[config.mk]
export PLATFORM = sky130hd
export DESIGN_NAME = act_lut_loader
export DESIGN_NICKNAME = d
export VERILOG_FILES = /design/src/rtl/act_lut_pkg.sv /design/src/rtl/act_lut_regfile.sv /design/src/rtl/act_lut_loader.sv
export SDC_FILE = /design/constraint.sdc
export NUM_CORES = 1
export LEC_CHECK = 0
export CAP_MARGIN = 30
export CORE_MARGIN = 5
export CORE_UTILIZATION = 55
export CTS_CLUSTER_DIAMETER = 150
export DETAILED_ROUTE_END_ITERATION = 8
export PLACE_DENSITY_LB_ADDON = 0.12
export SETUP_SLACK_MARGIN = 0.1
export SLEW_MARGIN = 40
export SYNTH_ARGS = -nofsm -noshare
export SYNTH_HDL_FRONTEND = slang
export SYNTH_SLANG_ARGS = --single-unit
export TNS_END_PERCENT = 50
[constraint.sdc]
create_clock -name clk -period 2.1 [get_ports clk]
set_input_delay 0.315 -clock clk [delete_from_list [all_inputs] [get_ports clk]]
set_output_delay 0.315 -clock clk [all_outputs]
set_load 0.02 [all_outputs]
[src/rtl/act_lut_pkg.sv]
// Shared constants and types for the writable activation table.
//   WIDTH  : entry width, signed Q4.4
//   ADDR_W : lookup address width
//   DEPTH  : number of table entries (2**ADDR_W + 1)
//   CNT_W  : width of an entry index / entry count (reaches DEPTH)
package act_lut_pkg;

  localparam int unsigned WIDTH  = 8;
  localparam int unsigned ADDR_W = 4;
  localparam int unsigned DEPTH  = (2 ** ADDR_W) + 1;
  localparam int unsigned CNT_W  = ADDR_W + 1;

  typedef enum logic [1:0] {
    IDLE = 2'd0,
    LOAD = 2'd1,
    DONE = 2'd2
  } state_t;

  typedef logic signed [WIDTH-1:0] entry_t;

endpackage

[src/rtl/act_lut_regfile.sv]
// Register table for the activation LUT: one write port, two combinational
// read ports, all entries cleared on reset.
//   clk, rst        : clock, synchronous active-high reset
//   we/waddr/wdata  : write port
//   raddr0/rdata0   : read port 0
//   raddr1/rdata1   : read port 1
module act_lut_regfile
  import act_lut_pkg::*;
(
  input  logic             clk,
  input  logic             rst,
  input  logic             we,
  input  logic [CNT_W-1:0] waddr,
  input  entry_t           wdata,
  input  logic [CNT_W-1:0] raddr0,
  input  logic [CNT_W-1:0] raddr1,
  output entry_t           rdata0,
  output entry_t           rdata1
);

  entry_t mem [DEPTH];

  // Table storage; out-of-range writes are ignored.
  always_ff @(posedge clk) begin
    if (rst) begin
      for (int unsigned i = 0; i < DEPTH; i++) begin
        mem[CNT_W'(i)] <= '0;
      end
    end else if (we && (waddr < CNT_W'(DEPTH))) begin
      mem[waddr] <= wdata;
    end
  end

  // Read indices never exceed DEPTH-1 (top-level address is ADDR_W bits).
  assign rdata0 = mem[raddr0];
  assign rdata1 = mem[raddr1];

endmodule

[src/rtl/act_lut_loader.sv]
// Run-time loadable activation table. Samples stream in over valid/ready in
// index order; once all DEPTH entries are written the table is published to
// the interpolator's combinational read port.
//   clk, rst      : clock, synchronous active-high reset
//   load_start    : pulse, begins/restarts a load
//   sample_valid  : sample_data valid
//   sample_data   : entry value (signed Q4.4)
//   sample_ready  : block is accepting samples (state LOAD)
//   table_valid   : full table loaded
//   load_error    : sticky, sample offered outside LOAD
//   entry_count   : entries written in the current load
//   address       : lookup index
//   base          : entry[address]        (0 while table_valid is low)
//   next_data     : entry[address + 1]    (0 while table_valid is low)
module act_lut_loader
  import act_lut_pkg::*;
(
  input  logic              clk,
  input  logic              rst,
  input  logic              load_start,
  input  logic              sample_valid,
  input  logic [WIDTH-1:0]  sample_data,
  output logic              sample_ready,
  output logic              table_valid,
  output logic              load_error,
  output logic [CNT_W-1:0]  entry_count,
  input  logic [ADDR_W-1:0] address,
  output logic [WIDTH-1:0]  base,
  output logic [WIDTH-1:0]  next_data
);

  state_t           state_q, state_d;
  logic [CNT_W-1:0] count_q, count_d;
  logic             valid_q, valid_d;
  logic             error_q, error_d;

  logic             we;
  logic [CNT_W-1:0] waddr;
  logic             accept;
  logic [CNT_W-1:0] raddr0, raddr1;
  entry_t           rdata0, rdata1;

  // State, counter and flag registers.
  always_ff @(posedge clk) begin
    if (rst) begin
      state_q <= IDLE;
      count_q <= '0;
      valid_q <= 1'b0;
      error_q <= 1'b0;
    end else begin
      state_q <= state_d;
      count_q <= count_d;
      valid_q <= valid_d;
      error_q <= error_d;
    end
  end

  assign accept = sample_valid && (state_q == LOAD);

  // Next-state, counter and write-port control.
  always_comb begin
    state_d = state_q;
    count_d = count_q;
    valid_d = valid_q;
    error_d = error_q;
    we      = 1'b0;
    waddr   = count_q;

    if (load_start) begin
      // Restart takes priority; a coincident accepted sample becomes entry 0.
      state_d = LOAD;
      count_d = '0;
      valid_d = 1'b0;
      error_d = 1'b0;
      if (accept) begin
        we      = 1'b1;
        waddr   = '0;
        count_d = CNT_W'(1);
      end
    end else begin
      unique case (state_q)
        LOAD: begin
          if (accept) begin
            we      = 1'b1;
            count_d = count_q + CNT_W'(1);
            if (count_q == CNT_W'(DEPTH - 1)) begin
              state_d = DONE;
              valid_d = 1'b1;
            end
          end
        end
        IDLE, DONE: begin
          if (sample_valid) begin
            error_d = 1'b1;
          end
        end
        default: state_d = IDLE;
      endcase
    end
  end

  assign raddr0 = CNT_W'(address);
  assign raddr1 = CNT_W'(address) + CNT_W'(1);

  act_lut_regfile u_regfile (
    .clk    (clk),
    .rst    (rst),
    .we     (we),
    .waddr  (waddr),
    .wdata  (entry_t'(sample_data)),
    .raddr0 (raddr0),
    .raddr1 (raddr1),
    .rdata0 (rdata0),
    .rdata1 (rdata1)
  );

  assign sample_ready = (state_q == LOAD);
  assign table_valid  = valid_q;
  assign load_error   = error_q;
  assign entry_count  = count_q;

  // Hide the table until it is complete.
  assign base      = valid_q ? WIDTH'(rdata0) : '0;
  assign next_data = valid_q ? WIDTH'(rdata1) : '0;

endmodule

==> metrics.cfg, run 1 <==
[placed_design]
dp_cells=1167
dp_hpwl_um=20900
io_buffers=39
place.gp.congestion=0.935
placed_area_mm2=0.0129
dp_slack_ns=-0.972

[floorplanning]
die_y_um=151
dieArea_mm2=0.0229
start_util=0.562
core-area_mm2=0.0196
ios=40
fp.dieW_um=151
rows=51

[finish]
layout_commonest_cell=edfxtp_1
design_area_mm2=0.0141
utilization=0.718
final_cell_mix=edfxtp_1 (216), buf_4 (100), nor2_1 (99)
nets=965
synthToLayoutAreaGrowth_pct=27.7
antenna_cells=0
stdcell_count=1227
drive_gt1_frac=0.336

[sta]
setup_violations=16
worst_pin_slew_ns=0.681
drv_slew=0
hold_viol=0
fin_ws_ns=-0.519
post-route-min-period_ns=2.62
finalClockSkew_ns=0.00697
grt_setup_unrepaired=true
tns_ns=-5.96
worst_hold_slack_ns=0.503
fmax_mhz=382
fin_crit_sh=1.25
relSlewSlack=0.545

[synth]
ys_async_sr_fraction=0
synth-simple-area-share=0.114
synth-edff-count=216
synth_compound_area_frac=0.0333
synth_area_mm2=0.0110
synth_fa_ha_area_frac=0.00341
synthMuxAreaShare=0.208
synthFlopType=edfxtp_1
ys_ff_latch=225
avgSynthCellArea_um2=15.5
seq_area_frac_synth=0.606
synth-xor-area-share=0.00693
syn_inst=710
yosys.cell_types.count=54
yosysWarnings=0
synth_top_family_by_area=multiplexers

[clocking]
clock-sinks=225
holdBufCountCts=0
cts_tree=built
cts-root-buf=clkbuf_16
clk-insertion-delay-late_ns=0.50
clk_pin_slew_worst_paths_ns=0.06
cts_buffer_depth=3
htreeDepth=1
numCtsBuffers=23

[setup_path]
arrival_ns=2.30
timing.rr.end=u_regfile.mem[16][7]$_SDFFCE_PN0P_
r2r_start=entry_count[4]$_SDFFE_PP0P_
end_kind=output pin
slowest_delay_ns=0.61
r2r_slack_ns=0.10
crit_family=multiplexers
crit_path_start_kind=flip-flop
rr_worst_depth=5
crit_path_cell_trace=mux4_4 -> mux4_2 -> and2_4 -> buf_6
crit_buf_inv=1
crit_start=u_regfile.mem[5][5]$_SDFFCE_PN0P_
path_max_fanout=2
cpMaxStageDelayCell=mux4_4
cp.required_ns=1.78
worstSetupPathType=reg2out

[global_route]
globalRoute.busiestLayer=met2
grt_overflow=0
grt_pass1_vias=7638
grt_max_degree=27
grt_util_met2=0.464
antenna_found_initial=0
use_met1=0.367
grt.total_usage=0.272
grt_use_met3=0.0422
grt_pass1_wl_um=45400

[flow_run]
cap_violations=0

[drt]
vias=7351
drc=0
wirelength_um=30400
first_pass_iters=6
drtAntennaViolNets=0
routedWlPerCell_um=24.8
viasPerCell=5.99
drt_iter0_markers=797

[outcome]
violations=setup timing
status=complete, but fails checks

[power]
p_leak_nw=5.33
finalPower_mw=10.8
p_per_area_mw_per_mm2=765
ir_drop_v=0.000661

[worst_hold_path]
worstHoldStart=load_error$_SDFFE_PP0P_
hold_depth=2
holdPathEnd=load_error$_SDFFE_PP0P_
hold_class=reg2reg

[report_power, final]
part | switching [mW] | total (mW) | internal (mW) | leakage [nW]
clock network | 1.64 | 4.08 | 2.44 | 0.361
registers | 0.0915 | 5.24 | 5.15 | 2.26
logic | 0.710 | 1.43 | 0.718 | 2.70
total | 2.44 | 10.8 | 8.31 | 5.33
[flip-flops by register name, summed over array words and instances (netlist names)]
register,count
u_regfile.mem,216
entry_count,5
state_q,2
load_error,1
table_valid,1
[tightest hold or removal path, delay by kind of cell (launching register included)]
kind | cells | cell delay (ns)
flops | 1 | 0.33
simple gates | 1 | 0.09
compound gates | 1 | 0.04
[worst max path at each step]
| stage | depth (start not counted) | slack (ns) | end |
|---|---|---|---|
| global route | 4 | -0.54 | base[5] |
| CTS | 4 | -0.51 | base[5] |
| finish | 4 | -0.52 | base[5] |
| detailed placement | 8 | -0.97 | next_data[7] |
| global placement | 8 | -0.97 | next_data[7] |
| floorplan | 8 | -0.16 | next_data[3] |
[cells by family after synthesis]
kind of cell / count (synthesis)
and+or+nand+nor: 261
DFF: 225
muxes: 113
AOI/OAI and AO/OA: 54
buffers and inverters: 46
xor gates and xnor gates: 7
adders and majority gates: 3
other: 1
[layer usage]
metal | part of all wire | wire length, um
met5 | 0 | 0
met4 | 0.033 | 994
met3 | 0.098 | 2990
met2 | 0.51 | 15400
met1 | 0.36 | 11000
[final cells by class]
cell class	instances	area, um2
Clock buffer	29	618
Timing Repair Buffer	174	1780
Multi-Input combinational cell	518	4510
Tap cell	265	332
Inverter	4	15.0
Fill cell	1308	5530
Clock inverter	12	134
Sequential cell	225	6670
[synthesized netlist by cell type (all sizes together) (8+ instances only)]
| master | count | area share |
|---|---|---|
| or2 | 9 | 0.0051 |
| buf | 24 | 0.018 |
| dfxtp | 9 | 0.016 |
| nor2 | 102 | 0.035 |
| nand3 | 8 | 0.0036 |
| o21ai | 9 | 0.0041 |
| nand2 | 53 | 0.018 |
| and2 | 57 | 0.032 |
| mux4 | 87 | 0.18 |
| edfxtp | 216 | 0.59 |
| a21o | 15 | 0.010 |
| clkbuf | 17 | 0.0067 |
| a21oi | 11 | 0.0050 |
| mux2i | 25 | 0.023 |
| and3 | 10 | 0.0061 |
[what timing repair did]
action,in CTS,in global routing
pin swaps,16,7
gates resized for setup,152,23
cloned,1,2
setup endpoints to repair,64,68
buffers inserted,17,4
Power figures use the tool's default switching activity.
==> run 2: changes to the inputs <==
Settings changed: CORE_UTILIZATION 55 to 48.
==> metrics.cfg, run 2 (synthesis results as in run 1) <==
[clocking]
cts-root-buf=clkbuf_16
clk-insertion-delay-late_ns=0.52  ; +0.02 ns
cts_tree=built
clk_pin_slew_worst_paths_ns=0.06  ; about the same
cts_buffer_depth=3  ; unchanged
holdBufCountCts=0  ; unchanged
numCtsBuffers=24  ; +4.3%
clock-sinks=225  ; unchanged
htreeDepth=1  ; unchanged

[drt]
viasPerCell=5.78  ; -3.6%
drtAntennaViolNets=0  ; unchanged
drc=0  ; unchanged
wirelength_um=30100  ; -1.0%
first_pass_iters=6  ; unchanged
routedWlPerCell_um=24.0  ; -3.0%
drt_iter0_markers=732  ; -8.2%
vias=7231  ; -1.6%

[setup_path]
cp.required_ns=1.78  ; about the same
crit_buf_inv=1  ; unchanged
path_max_fanout=2  ; unchanged
cpMaxStageDelayCell=mux4_4
arrival_ns=2.33  ; +0.03 ns
slowest_delay_ns=0.62  ; about the same
worstSetupPathType=reg2out
crit_path_cell_trace=mux4_4 -> mux4_2 -> and2_4 -> buf_6
crit_path_start_kind=flip-flop
end_kind=output pin
crit_family=multiplexers

[global_route]
antenna_found_initial=0  ; unchanged
grt_pass1_wl_um=44600  ; -1.6%
grt.total_usage=0.231  ; -0.0409
grt_pass1_vias=7299  ; -4.4%
grt_max_degree=27  ; unchanged
grt_overflow=0  ; unchanged

[floorplanning]
rows=55  ; +7.8%
dieArea_mm2=0.0261  ; +14%
start_util=0.486  ; -0.0757
die_y_um=161  ; +6.6%
core-area_mm2=0.0226  ; +16%
fp.dieW_um=161  ; +6.6%
ios=40  ; unchanged

[finish]
regMostFlops=u_regfile.mem
layout_commonest_cell=edfxtp_1
design_area_mm2=0.0141  ; about the same
antenna_cells=0  ; unchanged
largest_reg_flops=216  ; unchanged
nets=968  ; +0.31%
drive_gt1_frac=0.333  ; -0.00277
synthToLayoutAreaGrowth_pct=27.8  ; about the same
final_cell_mix=edfxtp_1 (216), buf_4 (105), nor2_1 (100)
stdcell_count=1252  ; +2.0%

[worst_hold_path]
hold_class=reg2reg

[sta]
fin_crit_sh=1.26  ; +0.0122
setup_violations=16  ; unchanged
hold_viol=0  ; unchanged
finalClockSkew_ns=0.00994  ; +0.00297 ns
drv_slew=0  ; unchanged
worst_pin_slew_ns=0.708  ; +0.0273 ns
relSlewSlack=0.526  ; -0.0183
post-route-min-period_ns=2.64  ; +0.0256 ns
worst_hold_slack_ns=0.483  ; -0.0206 ns
grt_setup_unrepaired=true
fmax_mhz=378  ; -0.97%
fin_ws_ns=-0.544  ; -0.0256 ns

[power]
p_per_area_mw_per_mm2=762  ; -0.42%
ir_drop_v=0.000598  ; -9.5%
p_leak_nw=5.41  ; +1.4%

[placed_design]
placed_area_mm2=0.0130  ; +0.29%
dp_cells=1183  ; +1.4%
place.gp.congestion=0.905  ; -3.3%
io_buffers=39  ; unchanged
dp_hpwl_um=21200  ; +1.1%

[flow_run]
cap_violations=0  ; unchanged

[outcome]
status=complete, but fails checks
violations=setup timing

==> run 2: power by group <==
group,switching [mW],leakage (nW),internal (mW)
sequential,0.0839,2.26,5.15
clock,1.68,0.370,2.41
combinational,0.685,2.77,0.709
total,2.45,5.41,8.27
==> run 2: cell type report <==
class | count | area (um2)
Clock buffer | 30 | 644
Clock inverter | 14 | 119
Fill cell | 1711 | 8570
Inverter | 4 | 15.0
Multi-Input combinational cell | 518 | 4480
Sequential cell | 225 | 6670
Tap cell | 285 | 357
Timing Repair Buffer | 176 | 1790
==> run 2: metal layers <==
| metal | global-route usage | share of wire |
|---|---|---|
| met5 | 0 | 0 |
| met4 | 0.0775 | 0.030 |
| met3 | 0.0309 | 0.083 |
| met2 | 0.390 | 0.51 |
| met1 | 0.313 | 0.38 |
==> run 2: path summary, 6_finish.rpt <==
| kind | from | to | slack (ns) | cells past startpoint |
|---|---|---|---|---|
| setup / recovery | u_regfile.mem[7][5]$_SDFFCE_PN0P_ | base[5] | -0.54 | 4 |
| setup reg to reg | state_q[1]$_SDFFE_PP0P_ | u_regfile.mem[7][4]$_SDFFCE_PN0P_ | 0.25 | 6 |
| hold / removal | load_error$_SDFFE_PP0P_ | load_error$_SDFFE_PP0P_ | 0.48 | 2 |
| hold reg to reg | load_error$_SDFFE_PP0P_ | load_error$_SDFFE_PP0P_ | 0.48 | 2 |
==> run 2: timing repair <==
action,4_1_cts,5_1_grt
cloned,1,1
pin swaps,18,7
buffers inserted,11,15
resized for setup,132,28
setup endpoints to repair,23,42
==> run 2: worst min-delay path, delay by kind of cell, from the launching register on <==
kind             cells  cell delay, ns
AO/OA/AOI/OAI        1            0.04
flip-flops           1            0.33
AND/OR/NAND/NOR      1            0.07
==> run 2: stage by stage <==
stage | power, mW | setup TNS [ns] | utilization | setup WS (ns)
after floorplan | 6.00 | -0.836 | - | -0.158
final | 10.7 | -5.87 | 0.621 | -0.544
after global placement | 6.54 | -34.76 | 0.572 | -0.946
after global routing | 11.1 | -6.71 | 0.621 | -0.573
after detailed placement | 6.57 | -25.77 | 0.572 | -1.01
after CTS | 10.7 | -6.08 | 0.611 | -0.550
==> run 3: changes to the inputs <==
Settings changed: GPL_TIMING_DRIVEN set to 0.
==> metrics.cfg, run 3 (synthesis results as in run 1) <==
[sta]
worst_pin_slew_ns=0.902  ; +0.193 ns
fmax_mhz=378  ; -0.15%
hold_viol=0  ; unchanged
grt_setup_unrepaired=true
relSlewSlack=0.397  ; -0.129
post-route-min-period_ns=2.65  ; +0.00386 ns
setup_violations=16  ; unchanged
fin_crit_sh=1.26  ; +0.00184
fin_ws_ns=-0.548  ; -0.00386 ns
drv_slew=0  ; unchanged
finalClockSkew_ns=0.0137  ; +0.00380 ns

[power]
p_per_area_mw_per_mm2=765  ; +0.45%
clkPwrFrac=0.379  ; -0.003
power.share.switching=0.234  ; +0.00527
p_leak_nw=5.17  ; -4.4%
combPwrFrac=0.133  ; +0.003
p_int_mw=8.22  ; -0.63%
seqPwrFrac=0.488  ; about the same
ir_drop_v=0.000503  ; -16%
net-switching-power_mw=2.50  ; +2.4%

[finish]
stdcell_count=1213  ; -3.1%
area.sequential_mm2=0.00667  ; about the same
largest_reg_flops=216  ; unchanged
fill_cells=1715  ; +0.23%
nets=930  ; -3.9%
synthToLayoutAreaGrowth_pct=27.3
final_cell_mix=edfxtp_1 (216), nor2_1 (93), mux4_2 (84)
drive_gt1_frac=0.352  ; +0.0187
multi_input_area_mm2=0.00479  ; +7.0%
regMostFlops=u_regfile.mem
design_area_mm2=0.0140  ; -0.39%
layout_commonest_cell=edfxtp_1

[floorplanning]
dieArea_mm2=0.0261  ; unchanged
fp.dieW_um=161  ; unchanged
die_y_um=161  ; unchanged
rows=55  ; unchanged
core-area_mm2=0.0226  ; unchanged
start_util=0.486  ; unchanged
ios=40  ; unchanged

[placed_design]
io_buffers=38  ; -2.6%
dp_hpwl_um=22200  ; +5.0%
dp_cells=1112  ; -6.0%
placed_area_mm2=0.0122  ; -6.2%
dp_slack_ns=-1.56  ; -0.550 ns
place.gp.congestion=0.904  ; -0.13%

[drt]
routedWlPerCell_um=26.8  ; +11%
viasPerCell=6.02  ; +4.3%
drtAntennaViolNets=0  ; unchanged
drt_iter0_markers=702  ; -4.1%
drc=0  ; unchanged
first_pass_iters=5  ; -1
wirelength_um=32400  ; +7.9%
vias=7305  ; +1.0%

[global_route]
grt_max_degree=22  ; -19%
grt_overflow=0  ; unchanged
antenna_found_initial=3  ; +3
grt.total_usage=0.250  ; +0.0194
grt_pass1_wl_um=47700  ; +6.8%
grt_pass1_vias=7505  ; +2.8%

[setup_path]
arrival_ns=2.33  ; about the same
path_max_fanout=2  ; unchanged
cp.required_ns=1.78  ; about the same
crit_path_start_kind=flip-flop
worstSetupPathType=reg2out
end_kind=output pin

[clocking]
cts_tree=built
cts-root-buf=clkbuf_16
htreeDepth=1  ; unchanged
holdBufCountCts=0  ; unchanged
cts_buffer_depth=3  ; unchanged
clk_pin_slew_worst_paths_ns=0.06  ; about the same
numCtsBuffers=24  ; unchanged
clock-sinks=225  ; unchanged
clk-insertion-delay-late_ns=0.52  ; about the same

[outcome]
violations=setup timing
status=complete, but fails checks

[flow_run]
cap_violations=0  ; unchanged

[worst_hold_path]
hold_class=in2reg

run 3: metrics by stage:
stage	hold WS, ns	TNS, ns	power (mW)	util
2_1_floorplan	0.414	-0.836	6.00	-
3_3_place_gp	0.465	-163.90	6.38	0.537
3_5_place_dp	0.488	-174.86	6.42	0.537
4_1_cts	0.257	-6.12	10.7	0.611
5_1_grt	0.313	-7.01	11.1	0.619
6_report	0.288	-6.38	10.7	0.619
run 3: path summary, 6_finish.rpt:
path	startpoint	endpoint	slack (ns)	cells after the start
setup / recovery	u_regfile.mem[5][5]$_SDFFCE_PN0P_	base[5]	-0.55	4
hold / removal	load_start	state_q[0]$_SDFFE_PP0P_	0.29	3
setup reg to reg	state_q[1]$_SDFFE_PP0P_	u_regfile.mem[2][6]$_SDFFCE_PN0P_	0.13	5
hold reg to reg	load_error$_SDFFE_PP0P_	load_error$_SDFFE_PP0P_	0.50	2
run 3: worst max-delay path: stages (launching register included):
cell,delay [ns]
edfxtp_1,0.40
mux4_4,0.62
mux4_2,0.47
and2_4,0.19
buf_6,0.13
run 3: cell type report:
cell class              instances  area share
flip-flops and latches        225       0.476
multi-input cells             518       0.342
repair buffers                 96      0.0686
clock buffers                  28      0.0454
plain buffers                  42      0.0338
well taps                     285      0.0254
clock inverters                14     0.00777
inverters                       4     0.00134
diodes                          1    0.000179
run 3: routing by layer:
metal	GRT usage	wire length (um)
met1	0.321	12100
met2	0.424	16300
met3	0.0500	2560
met4	0.0915	1400
met5	0.0208	90
run 3: power by group through the flow:
stage / combinational, mW / sequential, mW / clock [mW]
5_1_grt: 1.49 / 5.25 / 4.31
6_report: 1.42 / 5.24 / 4.06
3_3_place_gp: 1.07 / 5.31 / 0
4_1_cts: 1.36 / 5.24 / 4.11
2_1_floorplan: 0.712 / 5.29 / 0
3_5_place_dp: 1.09 / 5.33 / 0
run 3: timing repair:
action / CTS / global route
setup endpoints to repair: 276 / 196
cloned: 2 / 1
gates resized for setup: 254 / 46
buffers inserted: 49 / 6
pin swaps: 35 / 7
